===== src/rtl/fetch_pc_gen_if.sv =====
// Bundle of the fetch stage's backend, BTB-update, instruction-memory and decode-queue signals.
// master = fetch stage, slave = surrounding environment.
interface fetch_pc_gen_if;
  logic        redirect_valid;
  logic [31:0] redirect_pc;
  logic        btb_upd_valid;
  logic [31:0] btb_upd_pc;
  logic [31:0] btb_upd_target;
  logic [31:0] imem_addr;
  logic [3:0]  imem_rmask;
  logic        imem_resp;
  logic [31:0] imem_rdata;
  logic        out_valid;
  logic        out_ready;
  logic [31:0] out_pc;
  logic [31:0] out_inst;
  logic        out_pred_taken;
  logic [31:0] out_pred_target;

  modport master (
    input  redirect_valid, redirect_pc, btb_upd_valid, btb_upd_pc, btb_upd_target,
    input  imem_resp, imem_rdata, out_ready,
    output imem_addr, imem_rmask, out_valid, out_pc, out_inst, out_pred_taken, out_pred_target
  );

  modport slave (
    output redirect_valid, redirect_pc, btb_upd_valid, btb_upd_pc, btb_upd_target,
    output imem_resp, imem_rdata, out_ready,
    input  imem_addr, imem_rmask, out_valid, out_pc, out_inst, out_pred_taken, out_pred_target
  );
endinterface


===== src/rtl/fetch_pc_gen.sv =====
// First fetch stage: PC generation, one outstanding imem read with epoch-based stale drop,
// and a decode queue. Optional direct-mapped BTB when FETCH_BTB_EN is defined.
module fetch_pc_gen #(
  parameter logic [31:0] RESET_PC    = 32'h6000_0000,
  parameter int          QUEUE_DEPTH = 4,
  parameter int          BTB_ENTRIES = 16
) (
  input  logic              clk,
  input  logic              rst,
  fetch_pc_gen_if.master    bus,
  output logic [1:0]        o_dbg_state
);
  localparam int QW  = $clog2(QUEUE_DEPTH);
  localparam int IDX = $clog2(BTB_ENTRIES);
  localparam int TW  = 30 - IDX;
  localparam logic [QW:0]   FULL_C  = (QW+1)'(QUEUE_DEPTH);
  localparam logic [QW:0]   CNT_ONE = (QW+1)'(1);
  localparam logic [QW-1:0] PTR_ONE = QW'(1);

  // S_STALE: a read is still outstanding but its epoch was killed by a redirect.
  typedef enum logic [1:0] {S_IDLE = 2'd0, S_PEND = 2'd1, S_STALE = 2'd2} state_t;
  state_t r_state, w_state_nxt;

  logic [31:0]   r_pc, r_req_addr, r_req_target;
  logic          r_req_taken;
  logic [31:0]   w_pred_next;
  logic          w_pred_taken;
  logic          w_issue, w_push, w_pop, w_nonempty;
  logic [QW:0]   r_count;
  logic [QW-1:0] r_head, r_tail;
  logic [31:0]   r_q_pc   [QUEUE_DEPTH];
  logic [31:0]   r_q_inst [QUEUE_DEPTH];
  logic [31:0]   r_q_tgt  [QUEUE_DEPTH];
  logic          r_q_tk   [QUEUE_DEPTH];

`ifdef FETCH_BTB_EN
  logic [BTB_ENTRIES-1:0] r_btb_valid;
  logic [TW-1:0]          r_btb_tag [BTB_ENTRIES];
  logic [31:0]            r_btb_tgt [BTB_ENTRIES];
  logic [IDX-1:0]         w_lk_idx, w_up_idx;
  logic                   w_unused_btb;

  assign w_lk_idx     = r_pc[2 +: IDX];
  assign w_up_idx     = bus.btb_upd_pc[2 +: IDX];
  assign w_unused_btb = ^bus.btb_upd_pc[1:0];
  // Lookup reads registers, so a same-cycle update is seen only from the next cycle.
  assign w_pred_taken = r_btb_valid[w_lk_idx] && (r_btb_tag[w_lk_idx] == r_pc[31:2+IDX]);
  assign w_pred_next  = w_pred_taken ? r_btb_tgt[w_lk_idx] : r_pc + 32'd4;

  always_ff @(posedge clk) begin
    if (rst) begin
      r_btb_valid <= '0;
    end else if (bus.btb_upd_valid) begin
      r_btb_valid[w_up_idx] <= 1'b1;
    end
  end

  always_ff @(posedge clk) begin
    if (!rst && bus.btb_upd_valid) begin
      r_btb_tag[w_up_idx] <= bus.btb_upd_pc[31:2+IDX];
      r_btb_tgt[w_up_idx] <= bus.btb_upd_target;
    end
  end
`else
  logic w_unused_btb;
  assign w_unused_btb = ^{bus.btb_upd_valid, bus.btb_upd_pc, bus.btb_upd_target};
  assign w_pred_taken = 1'b0;
  assign w_pred_next  = r_pc + 32'd4;
`endif

  always_comb begin
    w_state_nxt = r_state;
    w_issue     = 1'b0;
    w_push      = 1'b0;
    unique case (r_state)
      S_IDLE: begin
        if (!rst && !bus.redirect_valid && (r_count < FULL_C)) begin
          w_issue     = 1'b1;
          w_state_nxt = S_PEND;
        end
      end
      S_PEND: begin
        if (bus.imem_resp) begin
          w_push      = !bus.redirect_valid;
          w_state_nxt = S_IDLE;
        end else if (bus.redirect_valid) begin
          w_state_nxt = S_STALE;
        end
      end
      S_STALE: begin
        if (bus.imem_resp) w_state_nxt = S_IDLE;
      end
      default: w_state_nxt = S_IDLE;
    endcase
  end

  always_ff @(posedge clk) begin
    if (rst) r_state <= S_IDLE;
    else     r_state <= w_state_nxt;
  end

  assign o_dbg_state    = r_state;
  assign bus.imem_rmask = (!rst && (w_issue || r_state != S_IDLE)) ? 4'b1111 : 4'b0000;
  assign bus.imem_addr  = (r_state == S_IDLE) ? r_pc : r_req_addr;

  always_ff @(posedge clk) begin
    if (rst) begin
      r_pc         <= RESET_PC;
      r_req_addr   <= RESET_PC;
      r_req_taken  <= 1'b0;
      r_req_target <= '0;
    end else if (bus.redirect_valid) begin
      r_pc <= bus.redirect_pc;
    end else if (w_issue) begin
      r_req_addr   <= r_pc;
      r_req_taken  <= w_pred_taken;
      r_req_target <= w_pred_next;
      r_pc         <= w_pred_next;
    end
  end

  // Decode side is valid/ready: an entry moves only in a cycle where out_valid && out_ready.
  assign w_nonempty = (r_count != '0);
  assign w_pop      = w_nonempty && bus.out_ready && !bus.redirect_valid;

  always_ff @(posedge clk) begin
    if (rst || bus.redirect_valid) begin
      r_count <= '0;
      r_head  <= '0;
      r_tail  <= '0;
    end else begin
      if (w_push) r_tail <= r_tail + PTR_ONE;
      if (w_pop)  r_head <= r_head + PTR_ONE;
      if (w_push && !w_pop)      r_count <= r_count + CNT_ONE;
      else if (!w_push && w_pop) r_count <= r_count - CNT_ONE;
    end
  end

  always_ff @(posedge clk) begin
    if (!rst && w_push) begin
      r_q_pc[r_tail]   <= r_req_addr;
      r_q_inst[r_tail] <= bus.imem_rdata;
      r_q_tk[r_tail]   <= r_req_taken;
      r_q_tgt[r_tail]  <= r_req_target;
    end
  end

  assign bus.out_valid       = w_nonempty;
  assign bus.out_pc          = w_nonempty ? r_q_pc[r_head]   : '0;
  assign bus.out_inst        = w_nonempty ? r_q_inst[r_head] : '0;
  assign bus.out_pred_taken  = w_nonempty ? r_q_tk[r_head]   : 1'b0;
  assign bus.out_pred_target = w_nonempty ? r_q_tgt[r_head]  : '0;
endmodule


===== src/flat_wrapper.sv =====
// flat-port wrapper written by rule: the top's interface ports become plain ports
module fetch_pc_gen_flat 
#(
  parameter logic [31:0] RESET_PC    = 32'h6000_0000,
  parameter int          QUEUE_DEPTH = 4,
  parameter int          BTB_ENTRIES = 16
)
  (clk, rst, o_dbg_state, bus_redirect_valid, bus_redirect_pc, bus_btb_upd_valid, bus_btb_upd_pc, bus_btb_upd_target, bus_imem_resp, bus_imem_rdata, bus_out_ready, bus_imem_addr, bus_imem_rmask, bus_out_valid, bus_out_pc, bus_out_inst, bus_out_pred_taken, bus_out_pred_target);
  fetch_pc_gen_if bus_i ();
  input  logic clk;
  input  logic rst;
  output logic [1:0] o_dbg_state;
  input wire logic [$bits(bus_i.redirect_valid)-1:0] bus_redirect_valid;
  input wire logic [$bits(bus_i.redirect_pc)-1:0] bus_redirect_pc;
  input wire logic [$bits(bus_i.btb_upd_valid)-1:0] bus_btb_upd_valid;
  input wire logic [$bits(bus_i.btb_upd_pc)-1:0] bus_btb_upd_pc;
  input wire logic [$bits(bus_i.btb_upd_target)-1:0] bus_btb_upd_target;
  input wire logic [$bits(bus_i.imem_resp)-1:0] bus_imem_resp;
  input wire logic [$bits(bus_i.imem_rdata)-1:0] bus_imem_rdata;
  input wire logic [$bits(bus_i.out_ready)-1:0] bus_out_ready;
  output wire logic [$bits(bus_i.imem_addr)-1:0] bus_imem_addr;
  output wire logic [$bits(bus_i.imem_rmask)-1:0] bus_imem_rmask;
  output wire logic [$bits(bus_i.out_valid)-1:0] bus_out_valid;
  output wire logic [$bits(bus_i.out_pc)-1:0] bus_out_pc;
  output wire logic [$bits(bus_i.out_inst)-1:0] bus_out_inst;
  output wire logic [$bits(bus_i.out_pred_taken)-1:0] bus_out_pred_taken;
  output wire logic [$bits(bus_i.out_pred_target)-1:0] bus_out_pred_target;
  assign bus_i.redirect_valid = bus_redirect_valid;
  assign bus_i.redirect_pc = bus_redirect_pc;
  assign bus_i.btb_upd_valid = bus_btb_upd_valid;
  assign bus_i.btb_upd_pc = bus_btb_upd_pc;
  assign bus_i.btb_upd_target = bus_btb_upd_target;
  assign bus_i.imem_resp = bus_imem_resp;
  assign bus_i.imem_rdata = bus_imem_rdata;
  assign bus_i.out_ready = bus_out_ready;
  assign bus_imem_addr = bus_i.imem_addr;
  assign bus_imem_rmask = bus_i.imem_rmask;
  assign bus_out_valid = bus_i.out_valid;
  assign bus_out_pc = bus_i.out_pc;
  assign bus_out_inst = bus_i.out_inst;
  assign bus_out_pred_taken = bus_i.out_pred_taken;
  assign bus_out_pred_target = bus_i.out_pred_target;
  fetch_pc_gen #(.RESET_PC(RESET_PC), .QUEUE_DEPTH(QUEUE_DEPTH), .BTB_ENTRIES(BTB_ENTRIES)) u_core (.clk(clk), .rst(rst), .bus(bus_i), .o_dbg_state(o_dbg_state));
endmodule

===== config.mk =====
export PLATFORM = sky130hd
export DESIGN_NAME = fetch_pc_gen_flat
export DESIGN_NICKNAME = d
export VERILOG_FILES = /design/src/rtl/fetch_pc_gen_if.sv /design/src/rtl/fetch_pc_gen.sv /design/src/flat_wrapper.sv
export SDC_FILE = /design/constraint.sdc
export NUM_CORES = 1
export LEC_CHECK = 0
export ABC_AREA = 1
export CORE_UTILIZATION = 40
export DETAILED_ROUTE_END_ITERATION = 12
export HOLD_SLACK_MARGIN = 0.02
export PLACE_DENSITY_LB_ADDON = 0.3
export SETUP_SLACK_MARGIN = 0.4
export SLEW_MARGIN = 20
export SYNTH_ARGS = -nofsm -noshare
export SYNTH_HDL_FRONTEND = slang
export SYNTH_SLANG_ARGS = --single-unit

===== constraint.sdc =====
create_clock -name clk -period 5.8 [get_ports clk]
set_clock_uncertainty 0.1 [all_clocks]
set_input_delay 1.16 -clock clk [delete_from_list [all_inputs] [get_ports clk]]
set_output_delay 1.16 -clock clk [all_outputs]
set_load 0.02 [all_outputs]

-- After elaboration in Yosys (flattened, before gate mapping)
Memory sizes are Yosys's and may differ from the RTL's. A register that Yosys moved wholly into a read port is not among the register bits.
Cells that the tools add are included.
- register bits after elaboration: 105
- memory bits (writable): 384
- input port bits: 134
- output and inout bits: 136
- logic and storage cells: 70
- memories: 3
- memory list (name ; depth ; bits a word ; rd ports ; clocked after memory_dff ; wr ports ; line ; RTL):
    u_core.r_q_inst ; 4 ; 32 ; 1 ; 1 ; 1 ; fetch_pc_gen.sv:32 ; logic [31:0] r_q_inst [QUEUE_DEPTH];
    u_core.r_q_pc ; 4 ; 32 ; 1 ; 1 ; 1 ; fetch_pc_gen.sv:31 ; logic [31:0] r_q_pc [QUEUE_DEPTH];
    u_core.r_q_tgt ; 4 ; 32 ; 1 ; 1 ; 1 ; fetch_pc_gen.sv:33 ; logic [31:0] r_q_tgt [QUEUE_DEPTH];
- add/sub/neg operators: 5
- $lt $le $gt $ge: 1
- equality and inequality tests: 5
- mux-type cells: 27
- bitwise logic cells: 1
- reduce and logical (&&, ||, !) cells: 21
- operator list (kind ; count):
    2-to-1 mux 32 bit ; 6
    adder 32 x 3 -> 32 bit, second input constant ; 1
    2-to-1 mux 2 bit ; 10
    logical AND 1 bit ; 8
    2-to-1 mux 1 bit ; 7
    2-to-1 mux 3 bit ; 2
    one-hot mux 2 bit (3 select lines) ; 1
    nonzero test 2 bit ; 3
    adder 2 x 1 -> 2 bit, second input constant ; 2
    zero test 1 bit ; 4
    2-to-1 mux 4 bit ; 1
    adder 3 x 1 -> 3 bit, second input constant ; 1
    less-than comparator 3 bit, second input constant ; 1
    inequality test 3 bit, second input constant ; 1
    AND reduction 3 bit ; 1
    nonzero test 3 bit ; 1
    subtractor 3 x 1 -> 3 bit, second input constant ; 1
    == test 2 x 1 -> 1 bit, second input constant ; 1
    == test 2 bit, second input constant ; 1
    zero test 2 bit ; 1
    logical OR 1 bit ; 2
    inequality test 2 x 1 -> 1 bit, second input constant ; 1
    inequality test 2 bit, second input constant ; 1
    AND reduction 2 bit ; 1
    NOT 1 bit ; 1

-- Longest topological paths before layout
Gate-level depths: netlist of run 1.
- depth in word-level cells: 8
- gate-level depth with buffers: 12
- depth with buffers taken out: 12

-- Worst setup path after synthesis of run 1
No wires, ideal clock.
- path kind: input -> register
- start: in bus_redirect_valid
- end: mem u_core.r_q_inst[0][0] (enable)
- setup time: 547 ps
- arrival time: 5543 ps
- data required time: 5153 ps
- setup slack: -390 ps
- stages on the path: 6
- buffers on the path: 1
- cells stage by stage: buf_6 inv_6 nand2_4 inv_1 nand2_1 nor2_1
- word-level cells in the longest chain between the ends: 6
- RTL lines (element ; line ; RTL):
    from (decl) ; flat_wrapper.sv:13 ; input wire logic [$bits(bus_i.redirect_valid)-1:0] bus_redirect_valid;
    zero test 1 bit ; fetch_pc_gen.sv:84 ; w_push = !bus.redirect_valid;
    2-to-1 mux 1 bit ; fetch_pc_gen.sv:83 ; if (bus.imem_resp) begin
    2-to-1 mux 1 bit ; fetch_pc_gen.sv:75 ; unique case (r_state)
    logical AND 1 bit ; fetch_pc_gen.sv:140 ; if (!rst && w_push) begin
    2-to-1 mux 1 bit ; fetch_pc_gen.sv:140 ;
    2-to-1 mux 1 bit (implied by the code) ; fetch_pc_gen.sv:142 ; r_q_inst[r_tail] <= bus.imem_rdata;
    to (decl) ; fetch_pc_gen.sv:32 ;
No other way between the ends.

==> flow_summary.yaml, run 1 <==
outcome:
  status: "finished clean"
logic_synthesis:
  synth-seq-area-share_pct: 68.0
  syn_nets: 2027
  synth_seq_cells: 481
  syn_area_um2: 19700
  netlist_instances: 1886
  netlist.area_leader.share_pct: 57.4
  synth_area_leaders: "edfxtp_1, dfxtp_1, nor2_1"
  yosysUniqueCellTypes: 38
  yosysTopAreaCell: "edfxtp_1"
  synth_warnings: 0
  syn_area_per_cell_um2: 10.4
global_routing:
  antenna_found_initial: 1
  grt_max_degree: 121
  groute.usage.overall_pct: 20.3
  grt_pass1_vias: 13219
  grt.overflow.total: 0
  grt_pass1_wl_mm: 77.1
clocking:
  clkTransAtPathRegs_ps: 60
  tritoncts: "yes"
  cts_made_buffers: 48
  post_cts_buffers: 0
  cts_resized: 0
  clock_path_buffers: 3
  htree_levels: 2
  root_buffer: "clkbuf_16"
  postCtsHoldBufs: 0
  clock_sinks: 481
  clk_latency_ps: 590
floorplanning:
  pin_count: 270
  dieArea_um2: 50100
  die_w_um: 224
  start_util_pct: 40.9
  core-area_um2: 48100
  chipHeight_um: 224
  rows: 80
finish:
  filler_cell_count: 4265
  layout_commonest_cell: "nor2_1"
  nets: 2186
  mostFrequentLayoutCells: "nor2_1, edfxtp_1, o21ai_0"
  synthToLayoutAreaGrowth_pct: 21.9
  design_area_um2: 24000
  multiInputGateArea_um2: 5410
  seq_area_um2: 13400
  diodes: 0
  drive_above_1_share_pct: 6.67
  layout.cells.non_filler: 2741
timing:
  hold_violations: 0
  finalCriticalPeriod_ps: 4410
  slew_viol_final: 0
  setup_tns_ps: 0
  min_period_over_period_pct: 76.0
  tightest_slew_ps: 1110
  setup_violations: 0
  fmax_mhz: 227
  holdWs_ps: 374
  rsz0062_at_grt: "false"
  slew_headroom_pct: 25.5
worst_setup_path:
  path_class: "reg -> out"
  startpoint_type: "flip-flop"
  crit_arrival_ps: 3150
  path_max_fanout: 59
  path_cells: "clkinv_2, buf_4, nor2_1, o21ai_0, a21oi_1, clkdlybuf4s50_1"
  critPathCaptureType: "primary output"
  cp_slowest_stage_delay_ps: 710
  worst_path_max_delay_cell: "dfxtp_4"
  worstPathBufferInverterCount: 3
  required_ps: 4540
  cpLargestDelayFamily: "buffers and inverters"
placed_design:
  place_area_um2: 22300
  numPortBuffers: 203
  dpl.cell_count: 2651
  routabilityCongestion: 0.872
  dpl.hpwl_mm: 30.2
flow_run:
  max-cap-violations: 0
power:
  p_leak_nw: 8.21
  power_mw: 7.42
  peakVddDrop_v: 0.000208
  cellPowerDensity_nw_per_um2: 310
drt:
  antenna_left: 0
  wire_per_inst_um: 18.8
  vias: 14059
  drt_wl_total_mm: 51.4
  drcViolationCount: 0
  firstDrtPassIters: 5
  post_drt_via_cell_ratio: 5.13
  drtIter0Drc: 1015
hold_path:
  min-delay-path-class: "reg -> reg"
path summary, 6_finish.rpt:
kind,start,endpoint,slack [ps],cells after the start
setup / recovery,flip-flop,bus_out_pred_target[14],1390,6
setup reg to reg,u_core.r_count[0],u_core.r_count[2],2670,11
hold reg to reg,u_core.r_head[1],flip-flop,370,2
hold / removal,u_core.r_head[1],flip-flop,370,2
where the power goes:
part / leakage [nW] / total, mW / switching [mW] / internal, mW
clock: 0.813 / 3.23 / 1.28 / 1.95
sequential: 4.40 / 3.82 / 0.0671 / 3.75
combinational: 3.00 / 0.378 / 0.227 / 0.152
metrics by stage:
step,worst slack (ps),utilization (%)
after floorplan,-390,-
after global placement,1590,46.4
after detailed placement,1570,46.4
after CTS,1290,49.8
after global routing,1210,49.8
final,1390,49.8
cell usage after synthesis:
cell / count
xor2_1: 2
a21oi_2: 4
inv_4: 1
nand2_4: 1
nor2_2: 6
nand2_1: 206
o211ai_1: 5
inv_1: 94
edfxtp_1: 376
nor2_1: 425
dfxtp_1: 105
nor3_2: 1
nor3_1: 1
inv_6: 1
xnor2_1: 2
and2_1: 1
buf_2: 33
o21ai_0: 256
nand3_2: 2
buf_6: 4
inv_2: 3
ha_1: 6
nand4_1: 3
xor2_2: 1
nor2_4: 6
nand2_2: 6
buf_1: 14
conb_1: 1
buf_4: 8
a21oi_1: 177
fa_1: 1
clkbuf_2: 2
a21o_1: 1
a31oi_1: 8
nand3_1: 49
o21ai_1: 17
or2_2: 1
clkbuf_1: 56
state kept, by name, summed over array words and instances (netlist names), named ones only:
| signal | cells |
|---|---|
| u_core.r_head | 2 |
| u_core.r_q_tgt | 128 |
| u_core.r_count | 3 |
| u_core.o_dbg_state | 2 |
| u_core.r_q_pc | 120 |
| u_core.r_q_inst | 128 |
| u_core.r_req_target | 32 |
| u_core.r_tail | 2 |
| u_core.r_req_addr | 30 |
| u_core.r_pc | 32 |
tightest hold or removal path, delay by kind of cell (launching register included):
kind	cells	cell delay, ps
compound gates	1	70
flops	1	300
buf+inv	1	60
cells by family after synthesis:
kind of cell / after synthesis / share of synthesized area (%)
AO/OA/AOI/OAI: 468 / 12.1
XOR/XNOR: 5 / 0.261
buffers and inverters: 216 / 4.69
adder cells (fa/ha/maj): 7 / 0.483
flip-flops: 481 / 68.0
other: 1 / 0.0191
AND/OR/NAND/NOR: 708 / 14.4
final cells by class:
class / count / area share (%)
Tap cell: 656 / 3.42
Clock inverter: 24 / 1.24
Timing Repair Buffer: 226 / 9.64
Clock buffer: 66 / 5.67
Sequential cell: 481 / 55.9
Inverter: 99 / 1.60
Multi-Input combinational cell: 1189 / 22.6
routing by layer:
layer	GRT usage, %	share of wire, %
met1	27.4	44
met2	33.8	48
met3	2.74	5.5
met4	6.81	2.3
met5	0	0.027
Note: power is estimated with default switching activity, not from simulation.
==> run 2, diff against run 1 <==
Clock period 5.8 ns to 4.1 ns, I/O delays scaled along.
==> run 2 against run 1 <==
Compared with the run above: register-to-register slack got worse by 1200 ps; worst setup slack worse by 900 ps; power rose by 42%; via count down 0.94%; clock power up 43%; wire length up 0.18%; critical path type unchanged; largest cell class unchanged; highest routed layer unchanged.
==> flow_summary.yaml, run 2 (synthesis results as in run 1) <==
outcome:
  status: "finished clean"
timing:
  hold_violations: 0
  fmax_mhz: 277
  min_period_over_period_pct: 87.9
  finalCriticalPeriod_ps: 3600
  slew_headroom_pct: 59.3
  setup_violations: 0
  slew_viol_final: 0
  setup_tns_ps: 0
  holdWs_ps: 363
  tightest_slew_ps: 611
  rsz0062_at_grt: "true"
floorplanning:
  dieArea_um2: 50100
  rows: 80
  die_w_um: 224
  core-area_um2: 48100
  chipHeight_um: 224
  start_util_pct: 40.9
  pin_count: 270
placed_design:
  dpl.hpwl_mm: 30.6
  routabilityCongestion: 0.843
  dpl.cell_count: 2657
  numPortBuffers: 203
clocking:
  clock_path_buffers: 3
  clock_sinks: 481
  tritoncts: "yes"
  htree_levels: 2
  cts_made_buffers: 51
  root_buffer: "clkbuf_16"
  clk_latency_ps: 580
  clkTransAtPathRegs_ps: 60
drt:
  drt_wl_total_mm: 51.5
  post_drt_via_cell_ratio: 5.05
  vias: 13927
  drtIter0Drc: 1301
  drcViolationCount: 0
  firstDrtPassIters: 5
  antenna_left: 0
  wire_per_inst_um: 18.7
finish:
  reg.largest.list: "u_core.r_q_inst x128, u_core.r_q_tgt x128, u_core.r_q_pc x120"
  seq_area_um2: 13400
  multiInputGateArea_um2: 5410
  nets: 2198
  mostFrequentLayoutCells: "nor2_1, edfxtp_1, o21ai_0"
  filler_cell_count: 4247
  layout_commonest_cell: "nor2_1"
  synthToLayoutAreaGrowth_pct: 23.0
  layout.cells.non_filler: 2757
  drive_above_1_share_pct: 7.00
worst_setup_path:
  startpoint_type: "flip-flop"
  rr_worst_depth: 9
  critPathCaptureType: "primary output"
  crit_arrival_ps: 2680
  path_class: "reg -> out"
  path_max_fanout: 46
  required_ps: 3180
global_routing:
  grt.overflow.total: 0
  grt_max_degree: 95
  groute.usage.overall_pct: 20.2
  antenna_found_initial: 1
  grt_pass1_wl_mm: 76.6
  grt_pass1_vias: 13028
power:
  net-switching-power_mw: 2.21
  cellPowerDensity_nw_per_um2: 436
  peakVddDrop_v: 0.000255
  internal-power_mw: 8.35
  p_comb_share_pct: 5.1
  p_clk_share_pct: 43.7
  switching_share_pct: 20.9
  p_leak_nw: 8.35
  p_seq_share_pct: 51.2
  power_mw: 10.6
flow_run:
  max-cap-violations: 0
hold_path:
  min-delay-path-class: "reg -> reg"
  min_path_cells: 2
==> run 2: changes by cell type in the layout (fill, tap and decap cells not counted), sizes merged <==
cell	before	now
inv	100	98
bufinv	7	5
clkinvlp	2	0
clkbuf	66	78
clkdlybuf4s50	202	199
dlymetal6s2s	0	3
buf	24	32
diode	0	2
==> run 2: final cells by class <==
class	count	area share (%)
repair buffers	235	10.2
clock inverters	18	0.863
multi-input cells	1189	22.4
well taps	656	3.39
diodes	2	0.0207
clock buffers	77	6.18
flip-flops and latches	481	55.4
inverters	99	1.62
==> run 2: worst paths after layout <==
check / startpoint / endpoint / slack [ps]
worst max-delay path: flip-flop / bus_out_pc[17] / 500
worst max register to register: u_core.o_dbg_state[0] / u_core.r_pc[6] / 1490
worst min register to register: u_core.r_head[1] / flip-flop / 360
worst min-delay path: u_core.r_head[1] / flip-flop / 360
==> run 2: worst max-delay path, stage by stage (launching register included) <==
cell and delay, ps:
dfxtp_4 570, buf_12 270, nor2_1 80, nor2_1 70, o21ai_0 90, a21oi_1 300, clkdlybuf4s50_1 670
==> run 2: timing repair <==
item | 4_1_cts | 5_1_grt
resized for setup | 4 | 5
hold endpoints to repair | 0 | 0
hold buffers | 0 | 0
cloned | 0 | 1
setup buffers | 2 | 0
pin swaps | 0 | 0
setup endpoints to repair | 89 | 41
==> run 2: routing by layer <==
layer | track usage, % | up-vias | wire length, um
met5 | 0 | - | 12
met4 | 7.20 | 2 | 1510
met1 | 27.0 | 6654 | 22900
li1 | - | 6804 | -
met2 | 32.9 | 381 | 24300
met3 | 3.61 | 86 | 2800
==> run 2: power by group through the flow <==
stage                     Clock [mW]  Sequential (mW)  Combinational (mW)
final                           4.62             5.40               0.537
after global routing            4.90             5.41               0.583
after CTS                       4.71             5.40               0.538
after detailed placement           0             5.51               0.534
after global placement             0             5.50               0.527
after floorplan                    0             5.46               0.290
==> run 2: per-stage QoR <==
stage	utilization, %	setup slack (ps)	instance area (um2)
after floorplan	-	-213	19700
after global placement	46.5	506	22400
after detailed placement	46.5	486	22400
after CTS	50.2	404	24200
after global routing	50.3	366	24200
final	50.3	496	24200
